--- config.mk ---
export PLATFORM = sky130hd
export DESIGN_NAME = uart_tx
export DESIGN_NICKNAME = d
export VERILOG_FILES = /design/src/rtl/uart_tx.sv
export SDC_FILE = /design/constraint.sdc
export NUM_CORES = 1
export LEC_CHECK = 0
export CORE_ASPECT_RATIO = 1.5
export CORE_MARGIN = 2
export CORE_UTILIZATION = 45
export CTS_CLUSTER_DIAMETER = 60
export CTS_CLUSTER_SIZE = 10
export DETAILED_ROUTE_END_ITERATION = 8
export HOLD_SLACK_MARGIN = 0.05
export PLACE_DENSITY_LB_ADDON = 0.2
export SYNTH_ARGS = -nofsm -noshare
export SYNTH_HDL_FRONTEND = slang
export SYNTH_SLANG_ARGS = --single-unit
--- constraint.sdc ---
create_clock -name clk -period 2.65 [get_ports clk]
set_input_delay 0.53 -clock clk [delete_from_list [all_inputs] [get_ports clk]]
set_output_delay 0.53 -clock clk [all_outputs]
set_load 0.01 [all_outputs]
--- src/rtl/uart_tx.sv ---
// uart_tx: 8N1/8E1/8O1 UART transmitter with an internal prescale counter.
// Ports: clk, rst (sync, active-high), P_DATA, DATA_VALID, PAR_EN, PAR_TYP,
//   Prescale (clk cycles per bit, 0 acts as 1), TX_OUT (idles high), busy.
// Optional macro UART_TX_HOLD_EN adds a one-entry holding register; busy
//   then reports "holding register full" and frames chain with no gap.
module uart_tx #(
  parameter int DATA_WIDTH  = 8,
  parameter int PRESC_WIDTH = 6
) (
  input  logic                   clk,
  input  logic                   rst,
  input  logic [DATA_WIDTH-1:0]  P_DATA,
  input  logic                   DATA_VALID,
  input  logic                   PAR_EN,
  input  logic                   PAR_TYP,
  input  logic [PRESC_WIDTH-1:0] Prescale,
  output logic                   TX_OUT,
  output logic                   busy
);

  typedef enum logic [2:0] {
    S_IDLE,
    S_START,
    S_DATA,
    S_PARITY,
    S_STOP
  } state_t;

  localparam logic [2:0] IDX_LAST = 3'(DATA_WIDTH - 1);

  state_t                  state_q, state_d;
  logic [PRESC_WIDTH-1:0]  cnt_q, cnt_d;
  logic [2:0]              idx_q, idx_d;
  logic [DATA_WIDTH-1:0]   sh_q, sh_d;
  logic                    pen_q, pen_d;
  logic                    pbit_q, pbit_d;
  logic [PRESC_WIDTH-1:0]  p_q, p_d;
  logic                    tx_q, tx_d;
  logic                    busy_q, busy_d;

  logic [PRESC_WIDTH-1:0]  in_p;
  logic                    in_pbit;
  logic                    cnt_last;
  logic                    accept;
  logic                    load_in;

`ifdef UART_TX_HOLD_EN
  logic [DATA_WIDTH-1:0]   h_data_q, h_data_d;
  logic                    h_pen_q, h_pen_d;
  logic                    h_pbit_q, h_pbit_d;
  logic [PRESC_WIDTH-1:0]  h_p_q, h_p_d;
  logic                    hold_full_q, hold_full_d;
  logic                    load_hold;
  logic                    engine_free;
`endif

  // Zero prescale behaves as one cycle per bit.
  assign in_p     = (Prescale == '0) ? PRESC_WIDTH'(1) : Prescale;
  // Even: bit = ^data. Odd: bit = ~^data.
  assign in_pbit  = (^P_DATA) ^ PAR_TYP;
  assign cnt_last = (cnt_q == p_q - 1'b1);

  always_comb begin
    state_d = state_q;
    cnt_d   = cnt_q;
    idx_d   = idx_q;
    sh_d    = sh_q;
    pen_d   = pen_q;
    pbit_d  = pbit_q;
    p_d     = p_q;
    load_in = 1'b0;
    accept  = 1'b0;
`ifdef UART_TX_HOLD_EN
    h_data_d    = h_data_q;
    h_pen_d     = h_pen_q;
    h_pbit_d    = h_pbit_q;
    h_p_d       = h_p_q;
    hold_full_d = hold_full_q;
    load_hold   = 1'b0;
    engine_free = 1'b0;
`endif

    if (state_q != S_IDLE) begin
      if (cnt_last) begin
        cnt_d = '0;
        unique case (state_q)
          S_START: begin
            state_d = S_DATA;
            idx_d   = '0;
          end
          S_DATA: begin
            if (idx_q == IDX_LAST) begin
              state_d = pen_q ? S_PARITY : S_STOP;
            end else begin
              idx_d = idx_q + 1'b1;
              sh_d  = sh_q >> 1;
            end
          end
          S_PARITY: state_d = S_STOP;
          S_STOP:   state_d = S_IDLE;
          default:  state_d = S_IDLE;
        endcase
      end else begin
        cnt_d = cnt_q + 1'b1;
      end
    end

`ifdef UART_TX_HOLD_EN
    accept = DATA_VALID && !hold_full_q;
    // The engine can take a new word when idle or on the edge ending STOP.
    engine_free = (state_q == S_IDLE) ||
                  (state_q == S_STOP && cnt_last);
    if (engine_free) begin
      if (hold_full_q) begin
        load_hold = 1'b1;
      end else if (accept) begin
        load_in = 1'b1;
      end
    end else if (accept) begin
      h_data_d    = P_DATA;
      h_pen_d     = PAR_EN;
      h_pbit_d    = in_pbit;
      h_p_d       = in_p;
      hold_full_d = 1'b1;
    end
    if (load_hold) begin
      state_d     = S_START;
      cnt_d       = '0;
      idx_d       = '0;
      sh_d        = h_data_q;
      pen_d       = h_pen_q;
      pbit_d      = h_pbit_q;
      p_d         = h_p_q;
      hold_full_d = 1'b0;
    end
`else
    accept = DATA_VALID && !busy_q;
    if (state_q == S_IDLE && accept) begin
      load_in = 1'b1;
    end
`endif

    if (load_in) begin
      state_d = S_START;
      cnt_d   = '0;
      idx_d   = '0;
      sh_d    = P_DATA;
      pen_d   = PAR_EN;
      pbit_d  = in_pbit;
      p_d     = in_p;
    end

    // Outputs are registered: derive them from the next state.
    tx_d = 1'b1;
    unique case (state_d)
      S_IDLE:   tx_d = 1'b1;
      S_START:  tx_d = 1'b0;
      S_DATA:   tx_d = sh_d[0];
      S_PARITY: tx_d = pbit_d;
      S_STOP:   tx_d = 1'b1;
      default:  tx_d = 1'b1;
    endcase

`ifdef UART_TX_HOLD_EN
    busy_d = hold_full_d;
`else
    busy_d = (state_d != S_IDLE);
`endif
  end

  always_ff @(posedge clk) begin
    if (rst) begin
      state_q <= S_IDLE;
      cnt_q   <= '0;
      idx_q   <= '0;
      sh_q    <= '0;
      pen_q   <= 1'b0;
      pbit_q  <= 1'b0;
      p_q     <= PRESC_WIDTH'(1);
      tx_q    <= 1'b1;
      busy_q  <= 1'b0;
`ifdef UART_TX_HOLD_EN
      h_data_q    <= '0;
      h_pen_q     <= 1'b0;
      h_pbit_q    <= 1'b0;
      h_p_q       <= PRESC_WIDTH'(1);
      hold_full_q <= 1'b0;
`endif
    end else begin
      state_q <= state_d;
      cnt_q   <= cnt_d;
      idx_q   <= idx_d;
      sh_q    <= sh_d;
      pen_q   <= pen_d;
      pbit_q  <= pbit_d;
      p_q     <= p_d;
      tx_q    <= tx_d;
      busy_q  <= busy_d;
`ifdef UART_TX_HOLD_EN
      h_data_q    <= h_data_d;
      h_pen_q     <= h_pen_d;
      h_pbit_q    <= h_pbit_d;
      h_p_q       <= h_p_d;
      hold_full_q <= hold_full_d;
`endif
    end
  end

  assign TX_OUT = tx_q;
  assign busy   = busy_q;

endmodule

# After elaboration in Yosys (flattened, before gate mapping)
# Index checks and enable logic that the tools add are counted.
[word_totals]
mem_bits_rw = 0
register_bits = 30
latch_bits = 0
rom_bits = 0
memories = 0
[classes]
bitwise_logic = 1
n_eq_ne = 10
n_addsub = 3
magnitude_cmp = 0
n_mux = 18
n_shift = 0
div = 0
n_mul = 0
n_reduce_logical = 15
[ops]
columns = ["op", "count"]
rows = [
  ["$mux W8", 5],
  ["$mux W3", 6],
  ["$eq A3 B2 Y1 const B", 4],
  ["$mux W6", 2],
  ["$pmux W3 S3", 1],
  ["$reduce_and A4 Y1", 2],
  ["$reduce_bool A2 Y1", 4],
  ["$reduce_xor A8 Y1", 1],
  ["$add A6 B1 Y6 const B", 1],
  ["$eq A3 B1 Y1 const B", 2],
  ["$eq A6 B6 Y1", 1],
  ["$logic_not A6 Y1", 1],
  ["$pmux W3 S2", 1],
  ["$reduce_bool A3 Y1", 2],
  ["$sub A6 B1 Y6 const B", 1],
  ["$ne A2 B2 Y1 const B", 2],
  ["$add A3 B1 Y3 const B", 1],
  ["$eq A3 B3 Y1 const B", 1],
  ["$logic_not A3 Y1", 1],
  ["$pmux W1 S3", 1],
  ["$logic_and A1 B1 Y1", 2],
  ["$mux W1", 2],
  ["$reduce_or A2 Y1", 1],
  ["$logic_not A1 Y1", 1],
  ["$xor A1 B1 Y1", 1],
]

# Logic depth before layout (Yosys ltp)
[logic_depth]
depth_word = 8
mapped_depth = 10
mapped_depth_nobuf = 9

# Worst setup path before layout
# No wires, ideal clock.
[synth_path]
path_kind = "reg-to-reg"
from = "register p_q[0]"
to = "register idx_q[1]"
t_arrival_ns = 2.031
synth_period_minus_slack_ns = 2.152
required_ns = 2.529
stages_incl_launch_ff = 10
path_slack_ns = 0.498
setup_ns = 0.121
path_cell_list = "dfxtp_1 > inv_1 > ha_1 > nor2b_1 > or3_4 > a31oi_4 > nand2_4 > or3_4 > a22oi_1 > nor2_1"
[synth_via]
elab_chain_cells = 3
[synth_rtl]
columns = ["element", "line_no", "rtl"]
rows = [
  ["start: declaration", "37", "logic [PRESC_WIDTH-1:0] p_q, p_d;"],
  ["start signal: assignment", "196", "p_q <= p_d;"],
  ["$sub A6 B1 Y6", "61", "assign cnt_last = (cnt_q == p_q - 1'b1);"],
  ["$eq A6 B6 Y1", "61", ""],
  ["$reduce_and A4 Y1 (no line)", "n/a", ""],
  ["end signal: assignment", "192", "idx_q <= idx_d;"],
  ["end: declaration", "33", "logic [2:0] idx_q, idx_d;"],
]
# Every way passes these cells.
# A chain may end at the register's enable or synchronous reset.

# Worst setup path after layout
[layout_path]
from = "register p_q[0]"
to = "register tx_q (netlist: TX_OUT)"
[layout_via]
elab_chain_cells = 7
elab_cells_between_ends = 12
classes_between = "add/sub: 1; eq/ne: 4; mux: 7"
[layout_rtl]
columns = ["element", "line_no", "rtl"]
rows = [
  ["$sub A6 B1 Y6 (*)", "61", ""],
  ["$eq A6 B6 Y1 (*)", "61", ""],
  ["$mux W3", "84", "if (cnt_last) begin"],
  ["$mux W3", "83", "if (state_q != S_IDLE) begin"],
  ["$mux W3", "143", "if (load_in) begin"],
  ["$eq A3 B2 Y1 / $eq A3 B1 Y1 (equally long branches)", "155", "unique case (state_d)"],
  ["$pmux W1 S3 (*)", "155", ""],
  ["end signal: assignment", "197", "tx_q <= tx_d;"],
  ["end: declaration", "38", "logic tx_q, tx_d;"],
]
# Mark *: on every way between the ends. The rest lies on a longest branch, timed or not. The select of a mux whose other input is x is not followed.

==> flow_metrics.env <==
export IMPL_drive_gt1_frac=0.0878
export IMPL_seq_area_frac_synth=0.380
export IMPL_start_util=0.467
export IMPL_drt_total_wl_mm=3.34
export IMPL_synth_simple_area_share=0.239
export IMPL_cts_resized=0
export IMPL_skew_ns=0.00469
export IMPL_vias=1320
export IMPL_rsz0062_at_grt="no"
export IMPL_synth_adder_area_share=0.0317
export IMPL_synth_net_count=204
export IMPL_hold_slack_ns=0.472
export IMPL_dr_pass1_iters=4
export IMPL_vias_per_cell=5.34
export IMPL_fmax_ghz=0.416
export IMPL_coreArea_um2=3380
export IMPL_cts_buffer_depth=2
export IMPL_grt_max_degree=21
export IMPL_mostFrequentLayoutCells="dfxtp_1, nor2_1, clkdlybuf4s50_1"
export IMPL_antenna_found_initial=0
export IMPL_postRouteAntennaNets=0
export IMPL_setup_ws_ns=0.246
export IMPL_outcome="finished clean"
export IMPL_io_pins=21
export IMPL_p_per_area_nw_per_um2=894
export IMPL_synth_top_family_by_area="simple AND/OR/NAND/NOR gates"
export IMPL_io_buffer_count=20
export IMPL_reg2reg_slack_ns=0.25
export IMPL_slowest_delay_ns=0.41
export IMPL_syn_inst=181
export IMPL_worst_slew_pin_transition_ns=0.550
export IMPL_min_from="p_q[5]"
export IMPL_nNetsFinal=228
export IMPL_relSlewSlack=0.632
export IMPL_synthesis_area_um2=1580
export IMPL_rr_worst_depth=9
export IMPL_fin_crit_sh=0.907
export IMPL_hold_violations=0
export IMPL_worstHoldEndpoint="p_q[5]"
export IMPL_cts_tree="built"
export IMPL_clk_pin_slew_ns=0.06
export IMPL_cts_sinks=30
export IMPL_hpwl_mm=2.58
export IMPL_cts_buffers_inserted=5
export IMPL_postSynth_asyncResetShare=0
export IMPL_power_leakage_nw=0.723
export IMPL_cts_setup_buffers=0
export IMPL_cp_max_fo=11
export IMPL_met2_length_mm=1.83
export IMPL_post_place_ws_ns=0.258
export IMPL_synth_edf_count=0
export IMPL_critical_path_arrival_ns=2.57
export IMPL_yosys_most_used_dff="dfxtp_1"
export IMPL_rows=26
export IMPL_wl_met1_mm=1.35
export IMPL_dr_max_layer_used="met4"
export IMPL_grt_overflow_total=0
export IMPL_synth_cell_types=39
export IMPL_synth_xor_area_share=0.0998
export IMPL_die_area_um2=4010
export IMPL_synth_compound_area_frac=0.152
export IMPL_hp_class="flip-flop to flip-flop"
export IMPL_fp_dieH_um=76.6
export IMPL_multi_input_area_um2=925
export IMPL_cts_root_buffer="clkbuf_8"
export IMPL_cp_start_kind="flip-flop"
export IMPL_worst_ep_required_time_ns=2.82
export IMPL_avgRoutedWirePerCell_um=13.5
export IMPL_die_w_um=52.4
export IMPL_hold_depth=2
export IMPL_fillCellCount=315
export IMPL_final_common_cell="dfxtp_1"
export IMPL_ys_ff_latch=30
export IMPL_grt_total_usage=0.185
export IMPL_slew_violations=0
export IMPL_crit_slowest_cell="dfxtp_1"
export IMPL_wl_met3_um=99
export IMPL_ys_warn_count=0
export IMPL_htree_levels=2
export IMPL_initialDrtViolationCount=43
export IMPL_fin_util=0.560
export IMPL_worstSetupPathType="flip-flop to flip-flop"
export IMPL_hold_buffers=0
export IMPL_setup_viol=0
export IMPL_regArea_um2=601
export IMPL_n_antenna_cell=0
export IMPL_grt_pass1_wl_mm=5.58
export IMPL_synth_area_per_cell_um2=8.72
export IMPL_clk_latency_ns=0.28
export IMPL_end_kind="flip-flop"
export IMPL_fin_crit_ns=2.40
export IMPL_final_setup_tns_ns=0
export IMPL_ir_drop_uv=672
export IMPL_gp_congestion=0.783
export IMPL_reg2reg_to="TX_OUT"
export IMPL_drc=0
export IMPL_r2r_start="p_q[0]"
export IMPL_grt_pass1_vias=1288
export IMPL_cap_violations=0
export IMPL_syn2layout_area_growth_pct=20.0
export IMPL_synthMuxAreaShare=0.0634
export IMPL_path_cells="inv_1 -> ha_1 -> nor2b_1 -> or3_4 -> a31oi_4 -> and3_4 -> mux2i_1 -> and4_1 -> o21ai_1"
==> metal layers <==
metal / global-route usage / vias to the layer above
met3: 0.0353 / 5
li1: - / 680
met5: 0 / -
met2: 0.324 / 25
met1: 0.206 / 610
met4: 0.0846 / 0
==> worst max-delay path, delay by kind of cell (launching register included) <==
family	cells	cell delay (ns)
AO/OA/AOI/OAI	2	0.28
AND/OR/NAND/NOR	4	1.07
flip-flops	1	0.41
buffers and inverters	1	0.07
multiplexers	1	0.25
adder cells (fa/ha/maj)	1	0.23
==> sequential cells by signal (all words and copies together), names as in the netlist <==
name / flops
cnt_q: 6
idx_q: 3
busy: 1
sh_q: 8
pen_q: 1
state_q: 3
TX_OUT: 1
pbit_q: 1
p_q: 6
==> cell families (layout without fill, tap and decap cells) <==
logic type / Yosys count / count (layout)
AND/OR/NAND/NOR: 74 / 74
flip-flops: 30 / 30
multiplexers: 10 / 10
XOR/XNOR: 18 / 18
buffers and inverters: 10 / 34
adder cells (fa/ha/maj): 4 / 4
AO/OA/AOI/OAI: 35 / 35
==> cells in the mapped netlist (3+ instances only) <==
cell type	n	share of area
a211oi_1	8	0.038
dfxtp_1	30	0.38
a21oi_1	14	0.044
xnor2_1	10	0.055
inv_1	3	0.0071
nor2_1	27	0.064
clkbuf_1	6	0.014
a22oi_1	3	0.014
xor2_1	8	0.044
mux2i_1	10	0.063
nor3_1	5	0.016
nor2b_1	4	0.016
nand2_1	19	0.045
ha_1	4	0.032
==> per-stage QoR <==
step,cell area (µm²),instances,total power (W)
floorplan,1580,181,0.00117
CTS,1900,247,0.00171
global route,1900,247,0.00182
detailed placement,1820,240,0.00136
finish,1900,247,0.00169
global placement,1820,240,0.00134
==> how the worst max path moves through the flow <==
stage	from	to	slack, ns	cells past startpoint
after floorplan	p_q[0]	idx_q[1]	0.50	9
after global placement	p_q[0]	TX_OUT	0.34	9
after detailed placement	p_q[0]	TX_OUT	0.26	9
after CTS	p_q[0]	TX_OUT	0.24	9
after global routing	p_q[0]	TX_OUT	0.10	9
final	p_q[0]	TX_OUT	0.25	9
==> cell type report <==
class,count,area share
Timing Repair Buffer,24,0.121
Inverter,3,0.00594
Sequential cell,30,0.317
Multi-Input combinational cell,141,0.488
Clock buffer,7,0.0403
Tap cell,42,0.0277
==> power by group <==
group | total [W] | switching [W] | leakage [nW] | internal [W]
sequential | 0.000638 | 0.0000857 | 0.245 | 0.000553
combinational | 0.000718 | 0.000390 | 0.439 | 0.000328
clock | 0.000337 | 0.000157 | 0.0383 | 0.000180
total | 0.00169 | 0.000633 | 0.723 | 0.00106
No activity file was read; power rests on OpenSTA's default activity.
